File: config.mk
export PLATFORM = sky130hd
export DESIGN_NAME = multi_cycle_controller
export DESIGN_NICKNAME = d
export VERILOG_FILES = /design/src/rtl/riscv_ctrl_pkg.sv /design/src/rtl/alu_decoder.sv /design/src/rtl/multi_cycle_controller.sv
export SDC_FILE = /design/constraint.sdc
export NUM_CORES = 1
export LEC_CHECK = 0
export CORE_ASPECT_RATIO = 0.7
export CORE_MARGIN = 4
export CORE_UTILIZATION = 35
export CTS_CLUSTER_DIAMETER = 120
export CTS_CLUSTER_SIZE = 24
export DETAILED_ROUTE_END_ITERATION = 12
export DONT_BUFFER_PORTS = 1
export HOLD_SLACK_MARGIN = 0.02
export PLACE_DENSITY = 0.55
export SLEW_MARGIN = 20
export SYNTH_ARGS = -nofsm -noshare
export SYNTH_HDL_FRONTEND = slang
export SYNTH_HIERARCHICAL = 1
export SYNTH_SLANG_ARGS = --single-unit
File: constraint.sdc
create_clock -name clk -period 3.04 [get_ports clk]
set_clock_uncertainty 0.1 [all_clocks]
set_input_delay 0.456 -clock clk [delete_from_list [all_inputs] [get_ports clk]]
set_output_delay 0.456 -clock clk [all_outputs]
set_load 0.01 [all_outputs]
File: src/rtl/riscv_ctrl_pkg.sv
// riscv_ctrl_pkg: states, opcodes and datapath select encodings for the multi-cycle controller
package riscv_ctrl_pkg;

    typedef enum logic [3:0] {
        S_INIT, S_FETCH, S_DECODE, S_MEMADR, S_MEMREAD, S_MEMWB, S_MEMWRITE,
        S_EXECR, S_EXECI, S_ALUWB, S_BRANCH, S_JAL, S_JALR, S_LINK, S_LUI
    } state_t;

    typedef enum logic [1:0] {CLS_ADD, CLS_R, CLS_I, CLS_BR} alu_class_t;

    localparam logic [6:0] OP_R    = 7'b0110011;
    localparam logic [6:0] OP_I    = 7'b0010011;
    localparam logic [6:0] OP_LW   = 7'b0000011;
    localparam logic [6:0] OP_SW   = 7'b0100011;
    localparam logic [6:0] OP_BR   = 7'b1100011;
    localparam logic [6:0] OP_JAL  = 7'b1101111;
    localparam logic [6:0] OP_JALR = 7'b1100111;
    localparam logic [6:0] OP_LUI  = 7'b0110111;

    localparam logic [2:0] ALU_ADD = 3'b000;
    localparam logic [2:0] ALU_SUB = 3'b001;
    localparam logic [2:0] ALU_AND = 3'b010;
    localparam logic [2:0] ALU_OR  = 3'b011;
    localparam logic [2:0] ALU_XOR = 3'b100;
    localparam logic [2:0] ALU_SLT = 3'b101;

    localparam logic [2:0] IMM_I = 3'b000;
    localparam logic [2:0] IMM_S = 3'b001;
    localparam logic [2:0] IMM_B = 3'b010;
    localparam logic [2:0] IMM_U = 3'b011;
    localparam logic [2:0] IMM_J = 3'b100;

    localparam logic [1:0] RES_ALUOUT    = 2'b00;
    localparam logic [1:0] RES_DATA      = 2'b01;
    localparam logic [1:0] RES_ALURESULT = 2'b10;
    localparam logic [1:0] RES_IMM       = 2'b11;

    localparam logic [1:0] SRCA_PC    = 2'b00;
    localparam logic [1:0] SRCA_OLDPC = 2'b01;
    localparam logic [1:0] SRCA_A     = 2'b10;

    localparam logic [1:0] SRCB_B   = 2'b00;
    localparam logic [1:0] SRCB_IMM = 2'b01;
    localparam logic [1:0] SRCB_4   = 2'b10;

    function automatic logic [2:0] imm_sel(input logic [6:0] op);
        return op == OP_SW  ? IMM_S :
               op == OP_BR  ? IMM_B :
               op == OP_LUI ? IMM_U :
               op == OP_JAL ? IMM_J : IMM_I;
    endfunction

    function automatic logic known_op(input logic [6:0] op);
        return op inside {OP_R, OP_I, OP_LW, OP_SW, OP_BR, OP_JAL, OP_JALR, OP_LUI};
    endfunction

endpackage

File: src/rtl/alu_decoder.sv
// alu_decoder: maps instruction class and func fields to an ALU operation and a legality flag
module alu_decoder
    import riscv_ctrl_pkg::*;
(
    input  alu_class_t  cls,
    input  logic [2:0]  func3,
    input  logic [6:0]  func7,
    output logic [2:0]  alu_ctrl,
    output logic        legal
);

    // R/I share the func3 table; only R uses func7 (sub, and rejects any other func7)
    always_comb begin
        alu_ctrl = ALU_ADD;
        legal    = 1'b1;
        case (cls)
            CLS_R, CLS_I: begin
                case (func3)
                    3'b000:  alu_ctrl = (cls == CLS_R && func7[5]) ? ALU_SUB : ALU_ADD;
                    3'b111:  alu_ctrl = ALU_AND;
                    3'b110:  alu_ctrl = ALU_OR;
                    3'b100:  alu_ctrl = ALU_XOR;
                    3'b010:  alu_ctrl = ALU_SLT;
                    default: legal = 1'b0;
                endcase
                if (cls == CLS_R && !(func7 == 7'b0000000 || (func7 == 7'b0100000 && func3 == 3'b000)))
                    legal = 1'b0;
            end
            CLS_BR: begin
                case (func3)
                    3'b000, 3'b001: alu_ctrl = ALU_SUB;
                    3'b100, 3'b101: alu_ctrl = ALU_SLT;
                    default:        legal = 1'b0;
                endcase
            end
            default: ;
        endcase
    end

endmodule

File: src/rtl/multi_cycle_controller.sv
// multi_cycle_controller: control FSM sequencing the multi-cycle RISC-V datapath
module multi_cycle_controller
    import riscv_ctrl_pkg::*;
(
    input  logic       clk,
    input  logic       rst_n,
    input  logic [6:0] op,
    input  logic [2:0] func3,
    input  logic [6:0] func7,
    input  logic       zero,
    input  logic       LSB,
    output logic       PCWrite,
    output logic       adrSrc,
    output logic       IRWrite,
    output logic       regWrite,
    output logic       memWrite,
    output logic [2:0] ALUControl,
    output logic [2:0] immSrc,
    output logic [1:0] resultSrc,
    output logic [1:0] ALUSrcA,
    output logic [1:0] ALUSrcB,
    output logic       illegal
);

    state_t     state;
    alu_class_t cls;
    logic [2:0] alu_ctrl;
    logic       legal;
    logic       ok;

    assign cls = op == OP_R  ? CLS_R  :
                 op == OP_I  ? CLS_I  :
                 op == OP_BR ? CLS_BR : CLS_ADD;
    assign ok  = known_op(op) && legal;

    alu_decoder u_alu_decoder (
        .cls      (cls),
        .func3    (func3),
        .func7    (func7),
        .alu_ctrl (alu_ctrl),
        .legal    (legal)
    );

    // State sequencing; DECODE dispatches on opcode, illegal encodings go straight back to FETCH
    always_ff @(posedge clk or negedge rst_n) begin
        if (!rst_n) state <= S_INIT;
        else begin
            case (state)
                S_INIT:   state <= S_FETCH;
                S_FETCH:  state <= S_DECODE;
                S_DECODE: begin
                    if (!ok) state <= S_FETCH;
                    else begin
                        case (op)
                            OP_LW, OP_SW: state <= S_MEMADR;
                            OP_R:         state <= S_EXECR;
                            OP_I:         state <= S_EXECI;
                            OP_BR:        state <= S_BRANCH;
                            OP_JAL:       state <= S_JAL;
                            OP_JALR:      state <= S_JALR;
                            default:      state <= S_LUI;
                        endcase
                    end
                end
                S_MEMADR:             state <= op == OP_LW ? S_MEMREAD : S_MEMWRITE;
                S_MEMREAD:            state <= S_MEMWB;
                S_EXECR, S_EXECI:     state <= S_ALUWB;
                S_JAL, S_JALR:        state <= S_LINK;
                S_MEMWB, S_MEMWRITE, S_ALUWB, S_BRANCH, S_LINK, S_LUI: state <= S_FETCH;
                default:              state <= S_INIT;
            endcase
        end
    end

    // Datapath controls from the current state; only BRANCH's PCWrite looks at the ALU flags
    always_comb begin
        PCWrite    = 1'b0;
        adrSrc     = 1'b0;
        IRWrite    = 1'b0;
        regWrite   = 1'b0;
        memWrite   = 1'b0;
        ALUControl = ALU_ADD;
        immSrc     = state == S_INIT ? IMM_I : imm_sel(op);
        resultSrc  = RES_ALUOUT;
        ALUSrcA    = SRCA_PC;
        ALUSrcB    = SRCB_B;
        illegal    = 1'b0;
        case (state)
            S_FETCH: begin
                IRWrite   = 1'b1;
                PCWrite   = 1'b1;
                ALUSrcB   = SRCB_4;
                resultSrc = RES_ALURESULT;
            end
            S_DECODE: begin
                ALUSrcA = SRCA_OLDPC;
                ALUSrcB = SRCB_IMM;
                illegal = !ok;
            end
            S_MEMADR: begin
                ALUSrcA = SRCA_A;
                ALUSrcB = SRCB_IMM;
            end
            S_MEMREAD: adrSrc = 1'b1;
            S_MEMWB: begin
                resultSrc = RES_DATA;
                regWrite  = 1'b1;
            end
            S_MEMWRITE: begin
                adrSrc   = 1'b1;
                memWrite = 1'b1;
            end
            S_EXECR: begin
                ALUSrcA    = SRCA_A;
                ALUControl = alu_ctrl;
            end
            S_EXECI: begin
                ALUSrcA    = SRCA_A;
                ALUSrcB    = SRCB_IMM;
                ALUControl = alu_ctrl;
            end
            S_ALUWB: regWrite = 1'b1;
            S_BRANCH: begin
                ALUSrcA    = SRCA_A;
                ALUControl = alu_ctrl;
                PCWrite    = func3[2] ? (LSB ^ func3[0]) : (zero ^ func3[0]);
            end
            S_JAL: PCWrite = 1'b1;
            S_JALR: begin
                ALUSrcA   = SRCA_A;
                ALUSrcB   = SRCB_IMM;
                resultSrc = RES_ALURESULT;
                PCWrite   = 1'b1;
            end
            S_LINK: begin
                ALUSrcA   = SRCA_OLDPC;
                ALUSrcB   = SRCB_4;
                resultSrc = RES_ALURESULT;
                regWrite  = 1'b1;
            end
            S_LUI: begin
                resultSrc = RES_IMM;
                regWrite  = 1'b1;
            end
            default: ;
        endcase
    end

endmodule

# [Word-level counts from Yosys, hierarchy flattened]
# Cells that the tools add are included.
[totals] regBits=4 wordCells=95 inputBits=21 out_inout_bits=18
[classes] bitwise_logic=2 reduce_logical=29 mux=31 n_eq_ne=32
[op_table] op="4-bit == test (second input constant)" count=7
[op_table] op="7-bit by 6-bit == test with 1-bit output (second input constant)" count=4
[op_table] op="4-bit one-hot mux with 7 select lines" count=1
[op_table] op="4-bit one-hot mux with 6 select lines" count=1
[op_table] op="7-bit == test (second input constant)" count=3
[op_table] op="3-bit two-way mux" count=6
[op_table] op="2-bit OR reduction" count=9
[op_table] op="4-bit by 3-bit == test with 1-bit output (second input constant)" count=4
[op_table] op="3-bit one-hot mux with 5 select lines" count=1
[op_table] op="3-bit == test (second input constant)" count=4
[op_table] op="3-bit one-hot mux with 2 select lines" count=2
[op_table] op="4-bit OR reduction" count=3
[op_table] op="1-bit two-way mux" count=10
[op_table] op="5-bit OR reduction" count=2
[op_table] op="3-bit OR reduction" count=3
[op_table] op="4-bit by 2-bit == test with 1-bit output (second input constant)" count=2
[op_table] op="2-bit two-way mux" count=4
[op_table] op="2-bit one-hot mux with 2 select lines" count=2
[op_table] op="8-bit nonzero test" count=1
[op_table] op="7-bit by 2-bit == test with 1-bit output (second input constant)" count=1
[op_table] op="7-bit by 5-bit == test with 1-bit output (second input constant)" count=1
[op_table] op="7-bit zero test" count=1
[op_table] op="7-bit OR reduction" count=1
[op_table] op="2-bit one-hot mux with 3 select lines" count=1
[op_table] op="13 further kinds" count=20

# [Logic depth before layout (Yosys ltp)]
[depth] ltp_word=11 ltp_mapped=11 mapped_depth_nobuf=10

# [By module]
# Netlist, hierarchy kept.
[by_module_without_submodules] mod="multi_cycle_controller" cells_per_inst=97 instances=1 seq_area_each_um2=100.1 area_per_inst_um2=718.2
[by_module_without_submodules] mod="alu_decoder" cells_per_inst=22 instances=1 seq_area_each_um2=0.0 area_per_inst_um2=170.2

# [Least setup slack after synthesis]
# OpenSTA, ideal clock, no wires.
[synth_timing] path_type="input port to output port" from="input op[6]" to="output illegal" setup_slack_ns=0.313 t_required_ns=2.484 arrival_time_ns=2.171 n_path_buf=1 path_stages=10 path_cell_list="buf_2 nor2b_1 o21ai_0 nor2_1 ha_1 o211a_1 o22ai_1 a311o_1 o31ai_2 nor2b_1"
[synth_between] elab_chain_cells=11 word_cells_on_any_way=22 classes_between="11 x eq/ne; 6 x mux; 5 x reduce/logical"
[synth_lines] item="start: declaration" line_no="multi_cycle_controller.sv:7" source="input logic [6:0] op,"
[synth_lines] item="7-bit == test" line_no="multi_cycle_controller.sv:33" source="op == OP_BR ? CLS_BR : CLS_ADD;"
[synth_lines] item="2-bit two-way mux" line_no="multi_cycle_controller.sv:33"
[synth_lines] item="2-bit two-way mux" line_no="multi_cycle_controller.sv:32" source="op == OP_I ? CLS_I :"
[synth_lines] item="2-bit two-way mux *" line_no="multi_cycle_controller.sv:31" source="assign cls = op == OP_R ? CLS_R :"
[synth_lines] item="named net cls[0]" line_no="multi_cycle_controller.sv:26" source="alu_class_t cls;"
[synth_lines] item="2-bit by 1-bit == test with 1-bit output" line_no="alu_decoder.sv:16, alu_decoder.sv:26"
[synth_lines] item="1-bit logical AND" line_no="alu_decoder.sv:26" source="if (cls == CLS_R && !(func7 == 7'b0000000 || (func7 == 7'b0100000 && func3 == 3'b000)))"
[synth_lines] item="1-bit two-way mux" line_no="alu_decoder.sv:26"
[synth_lines] item="1-bit one-hot mux with 2 select lines *" line_no="alu_decoder.sv:16" source="case (cls)"
[synth_lines] item="named net legal" line_no="multi_cycle_controller.sv:28" source="logic legal;"
[synth_lines] item="1-bit logical AND *" line_no="multi_cycle_controller.sv:34" source="assign ok = known_op(op) && legal;"
[synth_lines] item="1-bit zero test *" line_no="multi_cycle_controller.sv:98" source="illegal = !ok;"
[synth_lines] item="1-bit two-way mux *" line_no="multi_cycle_controller.sv:88" source="case (state)"
[synth_lines] item="end: declaration" line_no="multi_cycle_controller.sv:22" source="output logic illegal"
# The timed path passes the listed nets; every way through them passes the cells marked *.

# [Worst setup path in the final report]
[layout_timing] from="input op[2]" to="output illegal"
# Same word-level chain as after synthesis.

==> results.md <==
- Pin count of the biggest net entering global routing: 18
- Max cap viols: 0
- Number of synthesized flops with an enable pin: 0
- Worst endpoint required time: 2480 ps
- Gpl congestion: 0.742
- First-pass GRT wire length: 3510 um
- Avg Inst Size Synth: 7.47 um2
- Biggest register: state
- Avg WL per Cell: 14.9 um
- Least-Margin Pin Slew: 546 ps
- Die height: 50.2 um
- H-tree depth: 1
- CP peak stage delay: 320 ps
- Pre-CTS setup slack: 307 ps
- CP Max Fanout: 7
- Fin. max-slew vios: 0
- Root Driver: clkbuf_4
- Routed wire length: 2160 um
- Vias in the first global route: 733
- Hold WC Path Type: primary input to register
- Synthesis Warnings: 6
- Slew margin rel.: 0.636
- Post-CTS sizing: 0
- Crit start category: primary input
- Cell row count: 14
- Synth cell types: 47
- Critical path class: primary input to output pin
- DR vias/cell: 5.84
- Power Dens Cells: 682 nW/um2
- CTS buffer count: 3
- # IOs: 39
- Status: completed
- Layout net count: 139
- Port bufs: 0
- Fin area: 901 um2
- Unrepaired setup endpoints after global routing: no
- Syn Inst Count: 119
- Final Hold Viols: 0
- Most common cell after layout, fill and taps aside: nand2_1
- Register area: 100 um2
- Post-route ant nets: 0
- Share of layout cells above drive strength 1: 0.106
- DRC: 0
- Syn_nets: 143
- Crit end category: output pin
- Initial core utilization: 0.390
- Share of flip-flops with an asynchronous set or reset: 1.00
- FMAX: 369 MHz
- DRT Pass-1 Iters: 4
- Ant diodes: 0
- CP delay by family, top: simple AND/OR/NAND/NOR gates
- Core Box Area: 2280 um2
- Most frequent cells in the layout: 12 x nand2_1, 9 x nor2_1
- Initial antenna violation count: 0
- Synth Flop Type: dfrtp_1
- Clk pin slew, worst setup/hold paths: 30 ps
- GRT Total Usage: 0.129
- Clk buf depth: 2
- Final Util: 0.396
- CTS tree: yes
- Fin crit period: 2710 ps
- Worst vdd ir: 0.223 mV
- Crit-path slowest cell: a311o_1
- CP arrival: 2150 ps
- Yosys reg bits: 4
- Vias: 847
- Register area share after synthesis: 0.113
- P_leak: 0.331 nW
- Setup WS post-layout: 333 ps
- Remaining Overflow, GRT: 0
- Area after DPL: 868 um2
- Setup Viol. Count Final: 0
- DRT iter0 DRCs: 35
- Post-DP HPWL: 1730 um
- Die Area: 3420 um2
- Clock sink count: 4
- Clk_lat worst skew: 230 ps
- Area grow syn2layout: 1.41%
- Buffer and inverter count on the worst path: 0
- Worst hold margin: 389 ps
- Sum Neg Setup Slack: 0 ps
- Regs by FF count: state (4)
- Cell chain of the critical path: nand4bb_4, nor2_1, ha_1, o211a_1, o22ai_1, a311o_1, o31ai_2, nor2b_1
- Final period util: 0.891
- Multi-input logic area: 721 um2
- Mapped Area: 888 um2
- Layout fillers: 254
- Die X: 68.2 um
- Max FFs per register: 4
==> per-stage QoR <==
step | cells | power (mW)
after floorplan | 119 | 0.512
after global placement | 141 | 0.549
after detailed placement | 141 | 0.550
after CTS | 145 | 0.621
after global routing | 145 | 0.682
final | 145 | 0.614
==> cell families after synthesis <==
logic type / count (synthesis) / synth area share
buffers and inverters: 12 / 0.0761
multiplexers: 3 / 0.0338
AO/OA/AOI/OAI: 33 / 0.275
flip-flops: 4 / 0.113
adder cells (fa/ha/maj): 3 / 0.0423
XOR/XNOR: 4 / 0.0394
AND/OR/NAND/NOR: 60 / 0.421
==> layer usage <==
layer  wire (um)  part of all wire  global-route usage  up-vias
met5           0                 0                   0        -
met4           0                 0             0.00990        0
met3         182             0.084              0.0402        0
met2         937              0.43               0.184       31
met1        1040              0.48               0.197      391
li1            -                 -                   -      425
==> worst paths after layout <==
path                             to  slack, ps  startpoint  depth (start not counted)
max                         illegal        330       op[2]                          8
min                        state[1]        390       op[6]                          3
max reg2reg                state[1]       1330    state[1]                          3
min reg2reg                state[2]        650    state[2]                          2
max in group asynchronous  state[0]       2280       rst_n                          1
min in group asynchronous  state[3]        400       rst_n                          1
==> where the power goes <==
group / internal [mW] / switching [mW]
combinational: 0.157 / 0.219
clock: 0.0440 / 0.0196
sequential: 0.0781 / 0.0970
==> cell usage after synthesis, types with 3 or more instances <==
cell type	instances	area, um2
o21ai_0	6	30.0
xor2_1	3	26.3
nor3_1	4	20.0
nand2_1	12	45.0
ha_1	3	37.5
nor2_1	9	33.8
and2_1	6	37.5
mux2i_1	3	30.0
a21oi_1	4	20.0
nand2b_1	6	37.5
buf_2	6	30.0
o22ai_1	5	31.3
dfrtp_1	4	100
nor2b_1	6	37.5
==> final cells by class <==
cell class | count | share of cell area
multi-input combinational | 103 | 0.800
sequential | 4 | 0.111
tap | 32 | 0.0444
clock buffer | 3 | 0.0250
timing repair buffer | 1 | 0.0111
inverter | 2 | 0.00833
==> tightest hold or removal path, delay by kind of cell <==
kind | cells | cell delay [ps]
compound gates | 2 | 150
simple gates | 1 | 80
==> timing repair <==
item | in CTS | in global routing
endpoints found under the hold margin | 4 | 0
buffers inserted | 0 | 0
hold buffers | 1 | 0
Power figures use the tool's default switching activity.
